<file path="config.mk">
export PLATFORM = sky130hd
export DESIGN_NAME = shot_multiplier
export DESIGN_NICKNAME = d
export VERILOG_FILES = /design/src/rtl/shot_multiplier_pkg.sv /design/src/rtl/shot_multiplier_rise.sv /design/src/rtl/shot_multiplier.sv
export SDC_FILE = /design/constraint.sdc
export NUM_CORES = 1
export LEC_CHECK = 0
export BUFFER_PORTS_ARGS = -buffer_cell sky130_fd_sc_hd__buf_2
export CAP_MARGIN = 20
export CORE_ASPECT_RATIO = 2
export CORE_MARGIN = 2
export CORE_UTILIZATION = 63
export DETAILED_ROUTE_END_ITERATION = 8
export PLACE_DENSITY = 0.85
export SLEW_MARGIN = 10
export SYNTH_ARGS = -nofsm -noshare
export SYNTH_HDL_FRONTEND = slang
export SYNTH_SLANG_ARGS = --single-unit
export TNS_END_PERCENT = 30
</file>
<file path="constraint.sdc">
create_clock -name clk -period 7.7 [get_ports clk]
set_input_delay 0.77 -clock clk [delete_from_list [all_inputs] [get_ports clk]]
set_output_delay 0.77 -clock clk [all_outputs]
set_load 0.05 [all_outputs]
</file>
<file path="src/rtl/shot_multiplier_pkg.sv">
// Shared encodings and helpers for the Shot consumer blocks.
// Holds the multiplier FSM state codes and the width helper used to size the counter.
package shot_multiplier_pkg;

  localparam logic [1:0] ST_IDLE = 2'b00;
  localparam logic [1:0] ST_CALC = 2'b01;
  localparam logic [1:0] ST_DONE = 2'b10;

  function automatic int unsigned clog2(input int unsigned v);
    int unsigned r;
    r = 0;
    while ((32'd1 << r) < v) r = r + 1;
    return r;
  endfunction

endpackage

</file>
<file path="src/rtl/shot_multiplier_rise.sv">
// Registered 0->1 detector for a level input.
// The reset value of the history bit decides whether a level already high at reset release counts as an edge.
module rise_detect #(
  parameter logic RST_VAL = 1'b1
) (
  input  logic clk,
  input  logic reset,
  input  logic i_d,
  output logic o_rise
);

  logic r_d;

  always_ff @(posedge clk or negedge reset) begin
    if (!reset) r_d <= RST_VAL;
    else        r_d <= i_d;
  end

  assign o_rise = i_d & ~r_d;

endmodule

</file>
<file path="src/rtl/shot_multiplier.sv">
// Sequential shift-add unsigned multiplier launched by a rising edge of Shot.
// Retires one multiplier bit per clock; the product register is only written on completion.
module shot_multiplier
  import shot_multiplier_pkg::*;
#(
  parameter int unsigned WIDTH = 8
) (
  input  logic                 clk,
  input  logic                 reset,
  input  logic                 shot,
  input  logic [WIDTH-1:0]     multiplicand,
  input  logic [WIDTH-1:0]     multiplier,
  output logic [2*WIDTH-1:0]   product,
  output logic                 busy,
  output logic                 ready
);

  localparam int unsigned CNT_W = clog2(WIDTH + 1);

  logic [1:0]           r_state;
  logic [2*WIDTH-1:0]   r_a;
  logic [2*WIDTH-1:0]   r_acc;
  logic [2*WIDTH-1:0]   r_product;
  logic [WIDTH-1:0]     r_b;
  logic [CNT_W-1:0]     r_count;
  logic                 w_start;
  logic [2*WIDTH-1:0]   w_sum;

  rise_detect #(.RST_VAL(1'b1)) u_shot_rise (
    .clk    (clk),
    .reset  (reset),
    .i_d    (shot),
    .o_rise (w_start)
  );

  // Accumulator value after this iteration; also what lands in product on the last one.
  always_comb begin
    w_sum = r_acc;
    if (r_b[0]) w_sum = r_acc + r_a;
  end

  always_ff @(posedge clk or negedge reset) begin
    if (!reset) begin
      r_state   <= ST_IDLE;
      r_a       <= '0;
      r_b       <= '0;
      r_acc     <= '0;
      r_count   <= '0;
      r_product <= '0;
    end else begin
      case (r_state)
        ST_IDLE: begin
          if (w_start) begin
            r_a     <= {{WIDTH{1'b0}}, multiplicand};
            r_b     <= multiplier;
            r_acc   <= '0;
            r_count <= '0;
            r_state <= ST_CALC;
          end
        end
        ST_CALC: begin
          r_acc   <= w_sum;
          r_a     <= r_a << 1;
          r_b     <= r_b >> 1;
          r_count <= r_count + 1'b1;
          if (r_count == CNT_W'(WIDTH - 1)) begin
            r_product <= w_sum;
            r_state   <= ST_DONE;
          end
        end
        ST_DONE: r_state <= ST_IDLE;
        default: r_state <= ST_IDLE;
      endcase
    end
  end

  assign product = r_product;
  assign busy    = (r_state == ST_CALC);
  assign ready   = (r_state == ST_DONE);

endmodule

</file>
### After elaboration in Yosys (flattened, before gate mapping)

Index checks and enable logic that the tools add are counted.

| storage, ports and cells | value |
|---|---|
| bits in registers | 63 |
| output and inout port bits | 18 |
| word-level logic and storage cells | 33 |

| operators by class | value |
|---|---|
| add/sub/neg operators | 2 |
| eq/ne operators | 5 |
| multiplexer cells | 12 |
| bitwise gates (word level) | 2 |
| reduce and logical (&&, ||, !) cells | 5 |

Operators by type and width:

| kind | count |
|---|---|
| $pmux 16 s2 | 2 |
| $mux 16 | 3 |
| $add 16x16->16 | 1 |
| $pmux 8 s2 | 1 |
| $mux 8 | 1 |
| $pmux 4 s2 | 1 |
| $reduce_and 2->1 | 3 |
| $add 4x1->4 const B | 1 |
| $eq 4x3->1 const B | 1 |
| $mux 2 | 2 |
| $mux 4 | 1 |
| $ne 2x1->1 const B | 2 |
| $pmux 2 s2 | 1 |
| $eq 2x1->1 const B | 1 |
| $eq 2x2->1 const B | 1 |
| $logic_not 2->1 | 1 |
| $reduce_bool 2->1 | 1 |
| $and 1x1->1 | 1 |
| $not 1->1 | 1 |

### Logic depth before layout (Yosys ltp)

| logic depth | value |
|---|---|
| depth after elaboration | 4 |
| depth in mapped cells | 9 |

### Modules after synthesis

A second synthesis with hierarchy kept.

| unflattened totals | value |
|---|---|
| cell total of the unflattened synthesis | 351 |
| area total of the unflattened synthesis | 3514.6 µm² |

By module, submodules not included:

| module | times used | cells an instance | area each (µm²) | sequential area each (µm²) |
|---|---|---|---|---|
| shot_multiplier | 1 | 349 | 3474.6 | 1551.5 |
| rise_detect | 1 | 2 | 40.0 | 26.3 |

### Least setup slack after synthesis

OpenSTA, ideal clock, no wires.

| path | value |
|---|---|
| path kind | flip-flop to flip-flop |
| from | register r_a[0] |
| to | register r_acc[14] |
| setup time | 121 ps |
| arrival time | 2403 ps |
| required time | 7579 ps |
| slack | 5176 ps |
| cell stages (with the launch flop) | 10 |
| path buffers | 0 |
| period minus slack after synthesis | 2524 ps |
| cells stage by stage | dfrtp_1 > ha_1 > fa_1 > a21o_1 > a221oi_2 > o21ai_2 > o31a_1 > a311oi_2 > xnor2_1 > a22o_1 |

| on the way | value |
|---|---|
| longest elaborated chain between the ends | 3 |

RTL lines:

| what | line | RTL |
|---|---|---|
| start: declaration | shot_multiplier.sv:21 | `logic [2*WIDTH-1:0] r_a;` |
| start signal: assignment | shot_multiplier.sv:54 | `r_a <= {{WIDTH{1'b0}}, multiplicand};` |
| start signal: assignment | shot_multiplier.sv:63 | `r_a <= r_a << 1;` |
| $add 16x16->16 | shot_multiplier.sv:39 | `if (r_b[0]) w_sum = r_acc + r_a;` |
| $mux 16 | shot_multiplier.sv:39 |  |
| $pmux 16 s2 | shot_multiplier.sv:51 | `case (r_state)` |
| end signal: assignment | shot_multiplier.sv:62 | `r_acc <= w_sum;` |
| end: declaration | shot_multiplier.sv:22 | `logic [2*WIDTH-1:0] r_acc;` |

No other way between the ends.
A chain may end at the register's enable or synchronous reset.

### Worst setup path in the final report

Ends and elaborated chain as after synthesis.

==> flow_summary_export.csv <==
group,metric,value,unit
setup_path,r2r_slack,4.87,ns
clocking,post_cts_resized,0,
routing,drc,0,
min_path,hold_path.class,"register to register",
finish,drive_gt1_frac,0.1569,
yosys,synthMuxAreaShare,0.03102,
finish,utilization,0.7256,
routing,dr.pass1.iters,4,
flow_run,drv_cap,0,
global_route,grt_pass1_wl,12050,um
place,dp_hpwl,5169,um
setup_path,worst-path-buf-inv,0,
yosys,synthCells,339,
clocking,insertion_delay,0.35,ns
finish,multi_input_area,0.001610,mm2
sta,rsz0062_at_grt,"false",
place,portBuffers,36,
finish,nets,407,
routing,drtIter0Drc,65,
finish,final_cells,434,
die,fp.coreArea,0.005092,mm2
die,die_w,54.92,um
setup_path,critPathKind,"register to register",
setup_path,cp_slowest_cell,"dfrtp_1",
global_route,grt_usage,0.2911,
global_route,first_global_vias,2582,
sta,worst_pin_slew,0.9856,ns
setup_path,critPathRequiredTime,7.94,ns
setup_path,max_stage_delay,0.41,ns
finish,mostFrequentLayoutCells,"62 x dfrtp_1, 49 x nand2_1, 36 x buf_2",
sta,period_minus_slack,2.834,ns
setup_path,worst_ep_arrival_time,3.07,ns
setup_path,crit_path_end_kind,"register",
clocking,cts_sinks,63,
yosys,yosys.cell_types.count,50,
global_route,grt_max_degree,64,
die,dieHeight,105.8,um
place,place.gp.congestion,0.9180,
clocking,h-tree-depth,3,
clocking,cts_buffer_depth,2,
finish,nFillCells,405,
finish,diodes,0,
setup_path,path_delay_family,"compound AO/OA/AOI/OAI gates",
clocking,clockRootBuffer,"clkbuf_8",
clocking,cts_tree,"built",
yosys,synth-simple-area-share,0.1651,
routing,vias,2654,
yosys,ys.flop_type,"dfrtp_1",
place,place_inst,418,
routing,viasPerCell,6.115,
sta,finalSetupTns,0,ns
die,ios,37,
sta,setup_viol_count_final,0,
global_route,overflow,0,
place,dp_slack,4.911,ns
clocking,clkTransAtPathRegs,0.06,ns
clocking,hold_buffers,0,
yosys,yosysSeqAreaShare,0.4830,
global_route,antenna_found_initial,0,
sta,max_freq,0.3528,GHz
yosys,synthesis.area,0.003267,mm2
sta,fin_crit_sh,0.3681,
yosys,synth_top_family_by_area,"compound AO/OA/AOI/OAI gates",
yosys,yosys_warnings,0,
setup_path,crit_fanout,3,
sta,setup_ws,4.866,ns
routing,wl,7283,um
clocking,cts_buffers,9,
die,row_count,37,
finish,seqCellArea,0.001578,mm2
clocking,post_cts_buffers,0,
yosys,ys_async_sr_fraction,1.000,
finish,layout_commonest_cell,"dfrtp_1",
setup_path,start_kind,"register",
finish,syn_to_final_growth,13.10,%
sta,maxSlewViolCount,0,
yosys,synth-edff-count,0,
outcome,outcome,"finished clean",
yosys,synth_nets,375,
yosys,synthXorXnorAreaFrac,0.03753,
routing,wl_per_cell,16.78,um
die,start_util,0.6415,
sta,max_slew_margin,0.3429,
yosys,ys_ff_latch,63,
yosys,synth_compound_area_frac,0.1919,
die,die_area,0.005813,mm2
routing,final_antenna_net_count,0,
yosys,synthAdderAreaFrac,0.06741,
yosys,syn_avg_cell_area,9.637,um2
sta,finalHoldViolCount,0,
setup_path,cp_cell_sequence,"ha_1 -> fa_1 -> a21o_1 -> a221oi_2 -> o21ai_2 -> o31a_1 -> a311oi_2 -> xnor2_1 -> a22o_1",
sta,fin_worst_skew,0.006694,ns
==> synth_stat cells, types with 9 or more instances <==
library cell / n / area share
nor2_1: 35 / 0.040
o21ai_0: 15 / 0.023
a21o_1: 10 / 0.023
a21oi_1: 14 / 0.021
mux2i_1: 9 / 0.028
ha_1: 16 / 0.061
dfrtp_1: 62 / 0.47
a22o_1: 9 / 0.024
o21ai_1: 11 / 0.017
nand3_1: 14 / 0.021
o22ai_1: 14 / 0.027
nand2_1: 49 / 0.056
clkbuf_1: 14 / 0.016
xnor2_1: 10 / 0.027
==> metal layers <==
metal,part of all wire,global-route usage,vias to the layer above
li1,-,-,1279
met1,0.38,0.3538,1260
met2,0.52,0.4405,81
met3,0.038,0.03824,34
met4,0.063,0.2282,0
met5,0,0,-
==> layout make-up <==
cell class,instances,area share
well taps,58,0.01964
clock inverters,3,0.01761
multi-input cells,255,0.4358
clock buffers,13,0.04301
inverters,4,0.004064
flip-flops and latches,63,0.4270
repair buffers,38,0.05283
==> state kept, by name, summed over array words and instances, names as in the netlist <==
signal / flops
r_acc: 16
r_a: 16
u_shot_rise.r_d: 1
r_state: 2
r_b: 8
r_count: 4
product: 16
==> worst reg2reg max path: stages, from the launching register on <==
cell and delay [ns]:
dfrtp_1 0.41, ha_1 0.24, fa_1 0.41, a21o_1 0.21
a221oi_2 0.33, o21ai_2 0.13, o31a_1 0.33, a311oi_2 0.30
xnor2_1 0.13, a22o_1 0.24
==> logic make-up after synthesis <==
kind of cell,after synthesis
flops,63
mux,10
fa+ha+maj,17
compound gates,94
buf+inv,21
xor+xnor,14
simple gates,120
==> worst paths after layout <==
path / from / to / depth (start not counted)
setup / recovery: r_a[0] / r_acc[14] / 9
setup reg to reg: r_a[0] / r_acc[14] / 9
hold / removal: product[10] / product[10] / 1
hold reg to reg: product[10] / product[10] / 1
min in group asynchronous: reset / product[3] / 2
max in group asynchronous: reset / r_state[0] / 2
==> through the flow <==
| step | cell area, um2 | hold slack [ns] |
|---|---|---|
| finish | 3695 | 0.4716 |
| CTS | 3695 | 0.4754 |
| global placement | 3471 | 0.4551 |
| floorplan | 3267 | 0.4456 |
| global route | 3695 | 0.5014 |
| detailed placement | 3471 | 0.4614 |
Power is not shown: default switching activity piles up to over one toggle a cycle in this logic, so the estimate is an artifact.
